File: src/rtl/read_fifo_fwft.sv
`default_nettype none
// ============================================================================
// Module   : read_fifo_fwft
// Brief    : Read-side pointer/flag controller of an asynchronous FIFO with a
//            first-word-fall-through output stage (main + skid register) and
//            a valid/ready consumer handshake. Runs entirely in clk_r.
// Revision : 1.0 - initial release
// ============================================================================
module read_fifo_fwft #(
    parameter int unsigned fifo_addr_size        = 5,  // RAM address width A
    parameter int unsigned data_size             = 8,  // data word width D
    parameter int unsigned almost_empty_full_gap = 3   // almost_empty threshold
) (
    input  logic                      clk_r,
    input  logic                      rst_r,
    input  logic [fifo_addr_size:0]   waddr_gray_sync,
    output logic [fifo_addr_size:0]   raddr_gray,
    output logic [fifo_addr_size-1:0] r_addr,
    output logic                      mem_rd_en,
    input  logic [data_size-1:0]      r_data,
    output logic [data_size-1:0]      dout,
    output logic                      dout_valid,
    input  logic                      dout_ready,
    output logic                      empty,
    output logic                      almost_empty,
    output logic [fifo_addr_size:0]   rd_level
);

    // Pointers carry one extra wrap bit so that full (level 2^A) and empty
    // (level 0) are distinguishable.
    localparam int unsigned c_PTR_W = fifo_addr_size + 1;
    localparam logic [c_PTR_W-1:0] c_GAP = c_PTR_W'(almost_empty_full_gap);
    localparam logic [c_PTR_W-1:0] c_ONE = c_PTR_W'(1);

    // ------------------------------------------------------------------------
    // Pointer and flag state
    // ------------------------------------------------------------------------
    logic [c_PTR_W-1:0]   w_ptr_bin;       // write pointer, binary, read domain
    logic [c_PTR_W-1:0]   r_ptr_bin;       // read pointer, binary
    logic [c_PTR_W-1:0]   w_ptr_next;      // read pointer after one fetch
    logic [c_PTR_W-1:0]   r_raddr_gray;    // read pointer, Gray, exported
    logic [c_PTR_W-1:0]   w_level;         // RAM-resident unfetched entries
    logic                 w_empty;

    // ------------------------------------------------------------------------
    // Output stage state
    // ------------------------------------------------------------------------
    logic [data_size-1:0] r_dout;          // head-of-FIFO word
    logic                 r_dout_valid;
    logic [data_size-1:0] r_skid_data;     // second word, waits behind r_dout
    logic                 r_skid_valid;
    logic                 r_pend;          // RAM read issued last cycle
    logic                 w_pop;           // consumer takes r_dout this cycle
    logic [1:0]           w_occ;           // words held or in flight
    logic [1:0]           w_occ_after_pop; // room check for a new fetch
    logic                 w_fetch;         // issue a RAM read this cycle

    // Gray-to-binary: each binary bit is the XOR of all Gray bits at or above it.
    always_comb begin
        w_ptr_bin = '0;
        for (int i = 0; i < c_PTR_W; i++) begin
            w_ptr_bin[i] = ^(waddr_gray_sync >> i);
        end
    end

    // Level and flags follow directly from the two binary pointers; the
    // subtraction wraps naturally in c_PTR_W bits.
    always_comb begin
        w_level    = w_ptr_bin - r_ptr_bin;
        w_empty    = (w_level == '0);
        w_ptr_next = r_ptr_bin + c_ONE;
    end

    // Occupancy bookkeeping: a new fetch is allowed only when, after this
    // cycle's pop, fewer than two words are held or in flight, so the stage
    // never needs more than dout + skid to absorb the returning data.
    always_comb begin
        w_pop           = r_dout_valid & dout_ready;
        w_occ           = {1'b0, r_dout_valid} + {1'b0, r_skid_valid} + {1'b0, r_pend};
        w_occ_after_pop = w_occ - {1'b0, w_pop};
        w_fetch         = !w_empty && (w_occ_after_pop < 2'd2);
    end

    // Read pointer and its Gray image advance together on every fetch, so the
    // exported Gray value changes by exactly one bit per increment.
    always_ff @(posedge clk_r) begin
        if (rst_r) begin
            r_ptr_bin    <= '0;
            r_raddr_gray <= '0;
        end else if (w_fetch) begin
            r_ptr_bin    <= w_ptr_next;
            r_raddr_gray <= w_ptr_next ^ (w_ptr_next >> 1);
        end
    end

    // Output stage: returning RAM data goes to dout when dout will be free
    // and nothing waits in skid, otherwise to skid; on a pop the skid word
    // moves forward first, which keeps fetch order equal to output order.
    always_ff @(posedge clk_r) begin
        if (rst_r) begin
            r_dout       <= '0;
            r_dout_valid <= 1'b0;
            r_skid_data  <= '0;
            r_skid_valid <= 1'b0;
            r_pend       <= 1'b0;
        end else begin
            r_pend <= w_fetch;
            if (w_pop) begin
                if (r_skid_valid) begin
                    r_dout       <= r_skid_data;
                    r_dout_valid <= 1'b1;
                    r_skid_valid <= r_pend;
                    if (r_pend) begin
                        r_skid_data <= r_data;
                    end
                end else if (r_pend) begin
                    r_dout       <= r_data;
                    r_dout_valid <= 1'b1;
                end else begin
                    r_dout_valid <= 1'b0;
                end
            end else if (r_pend) begin
                if (!r_dout_valid) begin
                    r_dout       <= r_data;
                    r_dout_valid <= 1'b1;
                end else begin
                    r_skid_data  <= r_data;
                    r_skid_valid <= 1'b1;
                end
            end
        end
    end

    // Port mapping; the RAM read strobe is deliberately not gated by reset,
    // since reset clears r_pend and any data returned is ignored.
    always_comb begin
        raddr_gray   = r_raddr_gray;
        r_addr       = r_ptr_bin[fifo_addr_size-1:0];
        mem_rd_en    = w_fetch;
        dout         = r_dout;
        dout_valid   = r_dout_valid;
        empty        = w_empty;
        almost_empty = (w_level < c_GAP);
        rd_level     = w_level;
    end

endmodule
`default_nettype wire

File: config.mk
export PLATFORM = sky130hd
export DESIGN_NAME = read_fifo_fwft
export DESIGN_NICKNAME = d
export VERILOG_FILES = /design/src/rtl/read_fifo_fwft.sv
export SDC_FILE = /design/constraint.sdc
export NUM_CORES = 1
export LEC_CHECK = 0
export ABC_AREA = 0
export CAP_MARGIN = 10
export CORE_UTILIZATION = 35
export CTS_BUF_LIST = sky130_fd_sc_hd__clkbuf_8
export DETAILED_ROUTE_END_ITERATION = 8
export GPL_TIMING_DRIVEN = 0
export PLACE_DENSITY_LB_ADDON = 0.1
export SYNTH_ARGS = -nofsm -noshare
export SYNTH_HDL_FRONTEND = slang
export SYNTH_SLANG_ARGS = --single-unit
File: constraint.sdc
create_clock -name clk_r -period 7.5 [get_ports clk_r]
set_input_delay 1.875 -clock clk_r [delete_from_list [all_inputs] [get_ports clk_r]]
set_output_delay 1.875 -clock clk_r [all_outputs]
set_load 0.005 [all_outputs]
==> reports/metrics.yaml, run 1 <==
status: "completed"
synth_fa_ha_area_share_pct: 6.66
overflow: 0
cts_tree: "built"
synth-edff-count: 0
antenna_found_initial: 0
hp-start: "raddr_gray[1]"
fmax_ghz: 0.137
pin_count: 46
worstSetupPathType: "in -> out"
place_inst: 326
firstDrtPassIters: 4
synth_seq_cells: 30
num_antenna_cells: 0
ys_async_sr_fraction_pct: 0
ys_warn_count: 0
grt_max_degree: 11
drv_slew: 0
min_path_type: "reg -> reg"
finalSetupTns_ps: 0
synthFlopType: "dfxtp_1"
clock_latency_ps: 290
grt_pass1_wl_mm: 7.04
core_um2: 4850
period_minus_slack_ps: 7290
power.leakage_uw: 0.00111
reg2reg_from: "r_ptr_bin[0]"
start_util_pct: 37.2
hold_viol: 0
cts_root_buffer: "clkbuf_8"
cp-startpoint: "waddr_gray_sync[5]"
synth_area_per_cell_um2: 8.43
irDropWorstVdd_mv: 0.0987
tightest_slew_ps: 757
yosys.area_share.simple_pct: 18.2
syn_area_um2: 1800
area_growth_pct: 41.6
vias_per_cell: 4.90
routedWlPerCell_um: 12.3
vias: 1686
cts_buffers: 5
drive_gt1_share_pct: 14.1
syn_nets: 240
grt_usage_pct: 16.9
ys_types: 48
row_count: 25
yosysSeqAreaShare_pct: 33.3
die_w_um: 73.8
crit_arrival_ps: 5420
critPathLaunchType: "primary input"
h-tree-depth: 2
synth_compound_area_share_pct: 17.2
port_buffers: 45
setup_viol: 0
cts.sinks: 30
cts_max_path_buffers: 2
worst_slack_ps: 205
worstPathRequired_ps: 5620
hpwl_mm: 2.97
die_h_um: 73.8
slew_headroom_pct: 49.3
synth_xor_area_share_pct: 8.67
post-route-drc-count: 0
drtAntennaViolNets: 0
grt_pass1_vias: 1554
first_iter_violations: 84
cap_viol_max_count: 0
drt_wl_total_mm: 4.23
place_ws_ps: -418
critical_path.max_fanout: 7
die_area_um2: 5450
p_per_area_nw_per_um2: 276
post-route-period-util_pct: 97.3
instances_no_fill: 344
power_uw: 705
synth_top_family_by_area: "simple AND/OR/NAND/NOR gates"
setup.worst_path.end_class: "output port"
synthMuxAreaShare_pct: 8.88
clkTransAtPathRegs_ps: 70
fin_nets: 302
final.setup_skew_ps: 4.99
final_util_pct: 52.7
gp_congestion: 0.757
synthCells: 214
## synthesized netlist by cell type (3+ instances only)
| library cell | count | area [um^2] |
|---|---|---|
| dfxtp_1 | 30 | 601 |
| inv_1 | 15 | 56.3 |
| o21ai_0 | 7 | 35.0 |
| xor2_1 | 6 | 52.6 |
| ha_1 | 8 | 100 |
| clkbuf_1 | 3 | 11.3 |
| xnor2_1 | 10 | 87.6 |
| buf_6 | 3 | 33.8 |
| nand3_1 | 8 | 40.0 |
| nand2_1 | 11 | 41.3 |
| a21oi_1 | 21 | 105 |
| nor2_1 | 29 | 109 |
| nand4_1 | 3 | 18.8 |
| o21ai_1 | 3 | 15.0 |
| mux2i_1 | 16 | 160 |
## where the power goes
group	total (uW)	internal [uW]	switching (uW)	leakage, uW
registers	210	184	25.7	0.000245
clock network	134	72.5	61.6	0.0000524
logic	361	197	164	0.000817
## logic make-up after synthesis
family	after synthesis
and+or+nand+nor	69
AOI/OAI and AO/OA	48
DFF	30
buffers and inverters	25
xor gates and xnor gates	17
muxes	16
adders and majority gates	9
## sequential cells by signal (all words and copies together) (netlist names)
register      count
dout              8
r_skid_data       8
r_ptr_bin         6
raddr_gray        5
dout_valid        1
r_pend            1
r_skid_valid      1
## cell usage in the layout (no fill, tap or decap), types with 4 or more instances in the layout
master,Yosys,final
nand2_1,11,11
o21ai_0,7,7
nor2_1,29,29
ha_1,8,8
inv_1,15,16
dfxtp_1,30,30
mux2i_1,16,16
xor2_1,6,4
clkdlybuf4s50_1,0,43
a21oi_1,21,21
clkbuf_8,1,7
nand3_1,8,8
xnor2_1,10,9
buf_4,0,10
## timing repair
action | 4_1_cts | 5_1_grt
endpoints found under the setup margin | 3 | 3
hold endpoints to repair | 0 | 0
cloned | 0 | 0
buffers inserted | 4 | 6
hold buffers | 0 | 0
gates resized for setup | 8 | 2
pin swaps | 4 | 4
## critical path, stage by stage
cell,delay (ps)
dlygate4sd2_1,280
xor2_2,210
xnor2_2,150
xor2_1,140
buf_4,160
xor2_4,150
xor2_1,150
ha_1,210
fa_2,400
and2b_2,260
nand2_1,60
o211a_1,230
a2111o_1,420
inv_2,90
buf_6,130
nor2_4,50
clkdlybuf4s50_1,450
## through the flow
| step | hold WS (ps) | cell area (um^2) |
|---|---|---|
| after floorplan | 445 | 1800 |
| after global placement | 443 | 2340 |
| after detailed placement | 450 | 2340 |
| after CTS | 462 | 2500 |
| after global routing | 509 | 2550 |
| final | 457 | 2550 |
## area by class of cell
type | instances | area, um^2
plain buffers | 9 | 68.8
clock inverters | 2 | 8.76
multi-input cells | 159 | 1120
fillers | 484 | 2290
well taps | 67 | 83.8
repair buffers | 55 | 527
clock buffers | 6 | 82.6
inverters | 16 | 60.1
flip-flops and latches | 30 | 601
## worst paths after layout
check / cells after the start / to / slack, ps
worst max-delay path: 17 / mem_rd_en / 210
worst min-delay path: 2 / raddr_gray[1] / 460
worst max register to register: 12 / r_ptr_bin[0] / 4750
worst min register to register: 2 / raddr_gray[1] / 460
## metal layers
layer  vias up  track usage [%]  wire (um)
met5         -                0          0
met3         5             3.43        188
met4         0             7.05         47
met1       775             21.9       2070
li1        867                -          -
met2        39             27.3       1920
Power figures use the tool's default switching activity.
==> run 2: changes to the inputs <==
==> constraint.sdc (replaced) <==
create_clock -name clk_r -period 7.4 [get_ports clk_r]
set_input_delay 1.85 -clock clk_r [delete_from_list [all_inputs] [get_ports clk_r]]
set_output_delay 1.85 -clock clk_r [all_outputs]
set_load 0.005 [all_outputs]
==> run 2 against run 1 <==
Total power grew 0.92%. Clock skew shrank 3.2 ps. Combinational power barely moved. Register-to-register slack hardly changed. Global-route usage is the same. Critical endpoint is now empty. Largest cell class unchanged. Sequential cell count unchanged. Sequential share of layout area rose by 0.17 points. Routed wire length decreased by 0.24%. Final cell count fell by 0.58%.
==> reports/metrics.yaml, run 2 (synthesized netlist as in run 1, its figures left out) <==
die_area_um2: 5450  # unchanged
port_buffers: 45  # unchanged
final_cell_mix: "42 x clkdlybuf4s50_1, 30 x dfxtp_1, 29 x nor2_1"
core_um2: 4850  # unchanged
overflow: 0  # unchanged
drt_wl_total_mm: 4.22  # -0.24%
cts_root_buffer: "clkbuf_8"
worst_path_most_repeated_cell: "xor2_1"
post-route-drc-count: 0  # unchanged
vias_per_cell: 4.94  # +0.76%
grt_pass1_vias: 1557  # +0.19%
cts_buffers: 5  # unchanged
status: "completed"
holdWs_ps: 457  # -0.176 ps
hpwl_mm: 2.97  # unchanged
fmax_ghz: 0.139
worstSetupPathType: "in -> out"
irDropWorstVdd_mv: 0.100  # +1.8%
cts_max_path_buffers: 2  # unchanged
place_inst: 326  # unchanged
h-tree-depth: 2  # unchanged
period_minus_slack_ps: 7190
grt_usage_pct: 16.9  # unchanged
setup.worst_path.end_class: "output port"
grt_pass1_wl_mm: 7.04  # unchanged
postLayoutCellArea_um2: 2540  # -0.73%
mostFrequentLayoutCell: "clkdlybuf4s50_1"
clkTransAtPathRegs_ps: 70  # about the same
hold_viol: 0  # unchanged
grt_max_degree: 11  # unchanged
critical_path.max_fanout: 10  # +3
crit_arrival_ps: 5340  # -80 ps
slowest_delay_ps: 500  # +50 ps
drtAntennaViolNets: 0  # unchanged
vias: 1689  # +0.18%
final.setup_skew_ps: 1.80  # -3.19 ps
critPathLaunchType: "primary input"
place_area_um2: 2340  # unchanged
cts.sinks: 30  # unchanged
fin_nets: 300  # -0.66%
worstPathCellList: "dlygate4sd2_1 -> xor2_2 -> xnor2_2 -> xor2_1 -> buf_4 -> xor2_4 -> xor2_1 -> ha_2 -> fa_2 -> and2b_2 -> nand2_1 -> o211a_1 -> a2111o_1 -> inv_2 -> buf_6 -> clkdlybuf4s50_1"
pin_count: 46  # unchanged
die_h_um: 73.8  # unchanged
routedWlPerCell_um: 12.3  # +0.35%
post-route-period-util_pct: 97.2
tightest_slew_ps: 757  # -0.504 ps
power.leakage_uw: 0.00110  # -1.3%
area_growth_pct: 40.6
clock_latency_ps: 290  # about the same
hp-start: "raddr_gray[1]"
critPathSlowestCell: "clkdlybuf4s50_1"
cp-startpoint: "waddr_gray_sync[5]"
first_iter_violations: 75  # -11%
cts_tree: "built"
num_antenna_cells: 0  # unchanged
p_per_area_nw_per_um2: 281  # +1.7%
min_path_type: "reg -> reg"
firstDrtPassIters: 4  # unchanged
die_w_um: 73.8  # unchanged
instances_no_fill: 342  # -0.58%
worstPathRequired_ps: 5550  # -70 ps
reg2reg_from: "r_ptr_bin[4]"
drive_gt1_share_pct: 13.8  # -0.26 points
antenna_found_initial: 0  # unchanged
row_count: 25  # unchanged
cap_viol_max_count: 0  # unchanged
gp_congestion: 0.757  # unchanged
slew_headroom_pct: 49.4  # about the same
setup_viol: 0  # unchanged
start_util_pct: 37.2  # unchanged
drv_slew: 0  # unchanged
-- run 2: cell types whose count changed in the layout (fill, tap and decap cells not counted), sizes merged --
cell           previous run  this run
buf                      15        13
dlygate4sd2               1         2
clkdlybuf4s50            43        42
-- run 2: worst paths after layout --
check	end	slack [ps]	depth (start not counted)
worst min register to register	raddr_gray[1]	460	2
worst min-delay path	raddr_gray[1]	460	2
worst max register to register	r_ptr_bin[2]	4750	10
worst max-delay path	empty	210	16
-- run 2: per-stage QoR --
stage / util, % / power, uW / setup slack [ps] / setup TNS (ps)
2_1_floorplan: - / 414 / 913 / 0
4_1_cts: 51.8 / 709 / 21.4 / 0
3_5_place_dp: 48.2 / 553 / -468 / -1080
3_3_place_gp: 48.2 / 553 / -457 / -1030
5_1_grt: 52.3 / 767 / -1.22 / -1.22
6_report: 52.3 / 712 / 209 / 0
-- run 2: timing repair --
item,4_1_cts,5_1_grt
setup endpoints to repair,3,3
gates resized for setup,10,1
hold buffers,0,0
buffers inserted,5,3
pin swaps,5,4
-- run 2: critical path: cells and delay by family --
family | cells | cell delay [ps]
compound gates | 2 | 650
xor+xnor | 5 | 800
fa+ha+maj | 2 | 550
buf+inv | 5 | 1170
simple gates | 2 | 320
-- run 2: layout make-up --
cell class,count,area [um^2]
Fill cell,485,2310
Multi-Input combinational cell,159,1120
Sequential cell,30,601
Timing Repair Buffer,53,510
Tap cell,67,83.8
Clock buffer,6,82.6
Buffer,9,68.8
Inverter,16,60.1
Clock inverter,2,8.76
-- run 2: per-layer routing --
layer,wire (um),GRT usage [%],vias up
li1,-,-,865
met1,2080,21.9,775
met2,1890,27.3,44
met3,196,3.43,5
met4,46,7.05,0
met5,0,0,-
-- run 2: power by group --
| part | internal (uW) | switching, uW |
|---|---|---|
| registers | 187 | 26.0 |
| clock network | 73.6 | 64.5 |
| logic | 196 | 164 |
| total | 457 | 255 |
==> run 3: changes to the inputs <==
--- a/config.mk
+++ b/config.mk
@@ -12,6 +12,7 @@
 export DETAILED_ROUTE_END_ITERATION = 8
 export GPL_TIMING_DRIVEN = 0
 export PLACE_DENSITY_LB_ADDON = 0.1
+export SLEW_MARGIN = 20
 export SYNTH_ARGS = -nofsm -noshare
 export SYNTH_HDL_FRONTEND = slang
 export SYNTH_SLANG_ARGS = --single-unit
==> results of run 3 <==
No change in the layout: final DEF, timing and power equal those of run 2.
